--- src/rtl/a2d_pkg.sv ---
// ----------------------------------------------------------------------------
// a2d_pkg
// Shared types and constants for the A2D interface and its SPI engine.
//   state_t        : conversion FSM states
//   CH_*           : ADC channel codes of the three monitored inputs
//   PTR_*          : round-robin pointer codes (lft -> rght -> batt)
//   SPI_* / DIV_*  : 16-bit transactions, SCLK = clk / 32
// ----------------------------------------------------------------------------
package a2d_pkg;

    typedef enum logic [1:0] {
        IDLE = 2'd0,
        CMD  = 2'd1,
        WAIT = 2'd2,
        READ = 2'd3
    } state_t;

    localparam logic [2:0] CH_LFT  = 3'd0;
    localparam logic [2:0] CH_RGHT = 3'd4;
    localparam logic [2:0] CH_BATT = 3'd5;

    localparam logic [1:0] PTR_LFT  = 2'd0;
    localparam logic [1:0] PTR_RGHT = 2'd1;
    localparam logic [1:0] PTR_BATT = 2'd2;

    localparam int SPI_BITS = 16;
    localparam int SPI_DIV  = 32;
    localparam int DIV_W    = $clog2(SPI_DIV);
    localparam int RISE_W   = $clog2(SPI_BITS) + 1;

    localparam logic [RISE_W-1:0] RISE_LAST = RISE_W'(SPI_BITS);

    // Divider landmarks: MSB of the divider is SCLK.
    localparam logic [DIV_W-1:0] DIV_START = {1'b1, {(DIV_W-1){1'b0}}};
    localparam logic [DIV_W-1:0] DIV_RISE  = {1'b0, {(DIV_W-1){1'b1}}};
    localparam logic [DIV_W-1:0] DIV_MAX   = {DIV_W{1'b1}};
    localparam logic [DIV_W-1:0] DIV_DONE  = {{(DIV_W-1){1'b1}}, 1'b0};

    function automatic logic [1:0] ptr_next(input logic [1:0] p);
        return (p == PTR_BATT) ? PTR_LFT : p + 2'd1;
    endfunction

endpackage

--- src/rtl/spi_mnrch.sv ---
// ----------------------------------------------------------------------------
// spi_mnrch
// 16-bit SPI master, SCLK = clk/32, idle high, MSB first.
//   clk, rst_n  : clock, async active-low reset
//   wrt         : one-clk start pulse, wt_data captured with it
//   done        : one-clk pulse on the clk SS_n returns high
//   rd_data     : word shifted in from MISO (valid from done onwards)
//   SS_n, SCLK, MOSI, MISO : SPI pins
// SS_n is low for exactly 528 clk per transaction.
// ----------------------------------------------------------------------------
module spi_mnrch
    import a2d_pkg::*;
(
    input  logic        clk,
    input  logic        rst_n,
    input  logic        wrt,
    input  logic [15:0] wt_data,
    output logic        done,
    output logic [15:0] rd_data,
    output logic        SS_n,
    output logic        SCLK,
    output logic        MOSI,
    input  logic        MISO
);

    logic [DIV_W-1:0]  div_q;
    logic [RISE_W-1:0] rise_q;
    logic [15:0]       tx_q;
    logic [15:0]       rx_q;
    logic              ss_n_q;
    logic              done_q;
    logic              all_rises;

    assign all_rises = (rise_q == RISE_LAST);

    always_ff @(posedge clk or negedge rst_n) begin
        if (!rst_n) begin
            ss_n_q <= 1'b1;
            div_q  <= DIV_START;
            rise_q <= '0;
            tx_q   <= '0;
            rx_q   <= '0;
            done_q <= 1'b0;
        end else begin
            done_q <= 1'b0;
            if (wrt) begin
                ss_n_q <= 1'b0;
                div_q  <= DIV_START;
                rise_q <= '0;
                tx_q   <= wt_data;
            end else if (!ss_n_q) begin
                if (div_q == DIV_MAX && all_rises) begin
                    // Divider is frozen at all-ones so SCLK stays high.
                    ss_n_q <= 1'b1;
                    tx_q   <= '0;
                end else begin
                    div_q <= div_q + 1'b1;
                    if (div_q == DIV_RISE) begin
                        rx_q   <= {rx_q[14:0], MISO};
                        rise_q <= rise_q + 1'b1;
                    end
                    // The fall before the first rise must not shift.
                    if (div_q == DIV_MAX && rise_q != '0)
                        tx_q <= {tx_q[14:0], 1'b0};
                    // Registered so done coincides with SS_n rising.
                    if (div_q == DIV_DONE && all_rises)
                        done_q <= 1'b1;
                end
            end
        end
    end

    assign SS_n    = ss_n_q;
    assign SCLK    = div_q[DIV_W-1];
    assign MOSI    = tx_q[15];
    assign done    = done_q;
    assign rd_data = rx_q;

endmodule

--- src/rtl/a2d_intf.sv ---
// ----------------------------------------------------------------------------
// a2d_intf
// Round-robin sampler of left/right load cells and battery divider through
// an SPI ADC. Each nxt pulse in IDLE runs one command transaction followed by
// one read transaction.
//   clk, rst_n            : clock, async active-low reset
//   nxt                   : request next conversion (ignored unless IDLE)
//   SS_n, SCLK, MOSI, MISO: ADC SPI pins
//   lft_ld, rght_ld, batt : latest 12-bit result per channel
// Latency: the result register updates on the 1059th rising clk edge after
// the edge that samples nxt; with nxt held high the next conversion is
// accepted on the following edge (one IDLE clk between conversions).
//
// state | meaning
// IDLE  | waiting for nxt
// CMD   | command transaction carrying the channel code
// WAIT  | one-clk gap between transactions
// READ  | read transaction, result captured when it completes
// ----------------------------------------------------------------------------
module a2d_intf
    import a2d_pkg::*;
#(
    parameter logic [2:0] LFT_CH  = CH_LFT,
    parameter logic [2:0] RGHT_CH = CH_RGHT,
    parameter logic [2:0] BATT_CH = CH_BATT
) (
    input  logic        clk,
    input  logic        rst_n,
    input  logic        nxt,
    input  logic        MISO,
    output logic        SS_n,
    output logic        SCLK,
    output logic        MOSI,
    output logic [11:0] lft_ld,
    output logic [11:0] rght_ld,
    output logic [11:0] batt
);

    state_t      state_q;
    logic [1:0]  ptr_q;
    logic        wrt_q;
    logic [15:0] tx_q;
    logic [11:0] lft_q;
    logic [11:0] rght_q;
    logic [11:0] batt_q;
    logic [2:0]  chnl_sel;
    logic        done;
    logic [15:0] rd_data;
    logic [3:0]  rd_unused;

    assign rd_unused = rd_data[15:12];

    always_comb begin
        chnl_sel = LFT_CH;
        case (ptr_q)
            PTR_RGHT: chnl_sel = RGHT_CH;
            PTR_BATT: chnl_sel = BATT_CH;
            default:  chnl_sel = LFT_CH;
        endcase
    end

    always_ff @(posedge clk or negedge rst_n) begin
        if (!rst_n) begin
            state_q <= IDLE;
            ptr_q   <= PTR_LFT;
            wrt_q   <= 1'b0;
            tx_q    <= '0;
            lft_q   <= '0;
            rght_q  <= '0;
            batt_q  <= '0;
        end else begin
            wrt_q <= 1'b0;
            case (state_q)
                IDLE: if (nxt) begin
                    tx_q    <= {2'b00, chnl_sel, 11'h000};
                    wrt_q   <= 1'b1;
                    state_q <= CMD;
                end
                CMD: if (done) state_q <= WAIT;
                WAIT: begin
                    tx_q    <= 16'h0000;
                    wrt_q   <= 1'b1;
                    state_q <= READ;
                end
                READ: if (done) begin
                    case (ptr_q)
                        PTR_LFT:  lft_q  <= rd_data[11:0];
                        PTR_RGHT: rght_q <= rd_data[11:0];
                        PTR_BATT: batt_q <= rd_data[11:0];
                        default:  ;
                    endcase
                    ptr_q   <= ptr_next(ptr_q);
                    state_q <= IDLE;
                end
                default: state_q <= IDLE;
            endcase
        end
    end

    spi_mnrch u_spi (
        .clk     (clk),
        .rst_n   (rst_n),
        .wrt     (wrt_q),
        .wt_data (tx_q),
        .done    (done),
        .rd_data (rd_data),
        .SS_n    (SS_n),
        .SCLK    (SCLK),
        .MOSI    (MOSI),
        .MISO    (MISO)
    );

    assign lft_ld  = lft_q;
    assign rght_ld = rght_q;
    assign batt    = batt_q;

endmodule

--- config.mk ---
export PLATFORM = sky130hd
export DESIGN_NAME = a2d_intf
export DESIGN_NICKNAME = d
export VERILOG_FILES = /design/src/rtl/a2d_pkg.sv /design/src/rtl/spi_mnrch.sv /design/src/rtl/a2d_intf.sv
export SDC_FILE = /design/constraint.sdc
export NUM_CORES = 1
export LEC_CHECK = 0
export CORE_ASPECT_RATIO = 0.7
export CORE_MARGIN = 2
export CORE_UTILIZATION = 60
export CTS_BUF_LIST = sky130_fd_sc_hd__clkbuf_8
export DETAILED_ROUTE_END_ITERATION = 8
export DONT_BUFFER_PORTS = 1
export GPL_ROUTABILITY_DRIVEN = 0
export PLACE_DENSITY = 0.79
export SLEW_MARGIN = 5
export SYNTH_ARGS = -nofsm -noshare
export SYNTH_HDL_FRONTEND = slang
export SYNTH_HIERARCHICAL = 1
export SYNTH_SLANG_ARGS = --single-unit
--- constraint.sdc ---
create_clock -name clk -period 2 [get_ports clk]
set_input_delay 0.5 -clock clk [delete_from_list [all_inputs] [get_ports clk]]
set_output_delay 0.5 -clock clk [all_outputs]
set_load 0.02 [all_outputs]
==> impl_results.md <==
* Status: finished with violations
* Failing checks: negative hold slack, negative setup slack
* CTS Buffer Depth at 2
* Worst path bufs/invs at 2
* Final worst slack at -2.28 ps
* Max Cap Viol at 0
* DP Wirelength at 4410 um
* DR pass1 iterations at 4
* Final period utilization at 100%
* Worst Setup SP: u_spi/div_q[1]
* Pint at about 3.1 mW
* Power Dens Cells at between 1000 and 1500 nW/um^2
* CP arrival at about 2200 ps
* Row cnt at 24
* WP data required at 2240 ps
* Area taken by flip-flops and latches at 2080 um^2
* Antenna violations before repair at 0
* CTS tree: done
* Worst Setup Start Kind: flip-flop
* Filler cells at approximately 420
* Combinational power share at about 25%
* Crit path largest cell delay at about 400 ps
* R2R Setup Slk at -2 ps
* Starting Density at 61.9%
* R2r endpoint: u_spi/rd_data[5]
* Core Footprint at ~6200 um^2
* Critical path class: flip-flop to flip-flop
* Reg power frac at 47.1%
* Slowest CP cell: dfrtp_1
* ANT nets after route at 0
* Nature of the critical path endpoint: flip-flop
* Worst setup path end: u_spi/rd_data[5]
* Vias per inst at around 5.7
* Via count at 2292
* Post-place setup slack at -19.4 ps
* Syn Std Cell Area at 3850 um^2
* Vias in the first global route at ~2300
* Syn Inst Count at a little under 300
* Maximum number of pins on one net before global-route repair at 84
* Die width at around 100 um
* Switching share of power at between 20% and 30%
* Ratio of cells with drive above 1 in the final layout at between 30% and 40%
* Peak VDD IR at between 0.5 and 0.6 mV
* Critical R2R Launch: u_spi/div_q[1]
* Sink Count at 83
* Syn_area_per_cell at between 10 and 15 um^2
* Worst-Skew Late Latency at 360 ps
* Achievable clock frequency at about 500 MHz
* R2R depth at 7
* Multi-input logic area at 1740 um^2
* Worst hold-check path type: input port to asynchronous set/reset pin
* Die Y at roughly 70 um
* Inserted Clock Buffers at 9
* Sw power at between 1 and 1.5 mW
* First-pass GRT wire length at 11500 um
* Number of hold violations in the final report at slightly above 80
* P&R area growth vs syn at 12.9%
* Global route total overflow at 0
* IO Count at 43
* Reg clk slew, reported paths at 90 ps
* Fin. max-slew vios at 0
* Setup TNS at -4.54 ps
* WL per Instance at approximately 17 um
* Crit-path cells: ha_2 -> and3_4 -> ha_4 -> a2111oi_4 -> buf_4 -> buf_12 -> mux2_2
* DR iter-0 viols at 116
* GRT Overall Usage at about a fifth
* Max FO, Critical Path at 6
* Hold Slack at -168 ps
* Total Nets Final at 337
* DR DRC count at 0
* Root buf cell: clkbuf_8
* Die ar. at between 7000 and 8000 um^2
* Delay-heaviest family, CP: flip-flops
* Yosys warnings at 6
* Crit path depth at 7
* Layout Skew at ~6.5 ps
* RSZ-0062 raised after global routing: yes
* Clock group share of total power at between 20 and 30%
* Detailed Route WL at between 6000 and 7000 um
* # port buffers at 0
* Number of diodes at 0
* Final-report setup violation count at 2
* Max H-tree Level at 3
* Min cycle time layout at about 2000 ps
* Leakage at around 2.1 nW
## metal layers
metal  vias up  wire, um  GRT usage, %
met5         -         0             0
met4         0        65          5.48
met3        10       325          8.20
met2        36      3090          30.7
met1      1160      3380          29.7
li1       1086         -             -
## sequential cells by signal, summed over array words and instances (netlist names)
register and cells:
wrt_q 1, u_spi/tx_q 16, u_spi/SS_n 1, tx_q 2, rght_ld 12, ptr_q 2, u_spi/div_q 5, u_spi/done 1
lft_ld 12, batt 12, state_q 2, u_spi/rise_q 5, u_spi/rd_data 12
## stage by stage
| stage | power (mW) | hold WS [ps] | area (um^2) | utilization [%] | cells |
|---|---|---|---|---|---|
| 5_1_grt | 4.64 | -208 | 4350 | 69.9 | 401 |
| 2_1_floorplan | 2.90 | 204 | 3950 | - | 306 |
| 4_1_cts | 4.40 | -187 | 4270 | 68.7 | 396 |
| 3_3_place_gp | 3.09 | 207 | 4060 | 65.4 | 380 |
| 6_report | 4.37 | -168 | 4350 | 69.9 | 401 |
| 3_5_place_dp | 3.15 | 208 | 4060 | 65.4 | 380 |
## worst min-delay path by stage
| stage | start | endpoint | slack, ps | cells past startpoint |
|---|---|---|---|---|
| floorplan | rst_n | batt[0] | 200 | 0 |
| global placement | rst_n | state_q[0] | 210 | 0 |
| detailed placement | rst_n | state_q[0] | 210 | 0 |
| CTS | rst_n | u_spi/rise_q[3] | -190 | 0 |
| global route | rst_n | ptr_q[1] | -210 | 0 |
| finish | rst_n | u_spi/tx_q[8] | -170 | 0 |
## worst register-to-register path, stage by stage, from the launching register on
cell and delay, ps:
dfrtp_1 410, ha_2 190, and3_4 160, ha_4 160, a2111oi_4 320, buf_4 200, buf_12 120, mux2_2 330
## cell usage in the layout (no fill, tap or decap), types with 2 or more instances in the layout
cell and n:
a21oi_1 6, a221o_1 15, a22o_1 2, buf_12 2, buf_4 15, clkbuf_8 9, clkinv_4 2, conb_1 14
dfrtp_1 81, dfstp_2 2, ha_1 12, ha_2 2, inv_1 11, inv_6 2, mux2_2 38, mux2_4 16
mux2i_1 3, nand2_1 6, nand2b_1 5, nand3_2 3, nand4_1 2, nor2_1 12, nor2b_1 20, nor3b_1 17
o21ai_0 4, or3_1 2
## power by group through the flow
stage | Combinational (mW) | Clock, mW | Sequential [mW]
after floorplan | 0.869 | 0 | 2.03
after global placement | 1.01 | 0 | 2.08
after detailed placement | 1.05 | 0 | 2.10
after CTS | 1.06 | 1.27 | 2.07
after global routing | 1.21 | 1.35 | 2.08
final | 1.08 | 1.23 | 2.06
## layout make-up
cell class	instances	share of cell area [%]
Clock buffer	9	2.85
Timing Repair Buffer	18	4.09
Inverter	11	0.950
Sequential cell	83	47.9
Clock inverter	7	1.93
Tap cell	78	2.25
Multi-Input combinational cell	195	40.1
## timing repair
| item | in CTS | in global routing |
|---|---|---|
| pin swaps | 0 | 2 |
| hold endpoints to repair | 83 | 83 |
| gates resized for setup | 0 | 5 |
| gates cloned | 0 | 1 |
| setup buffers | 0 | 4 |
| setup endpoints to repair | 6 | 30 |
Note: power is estimated with default switching activity, not from simulation.
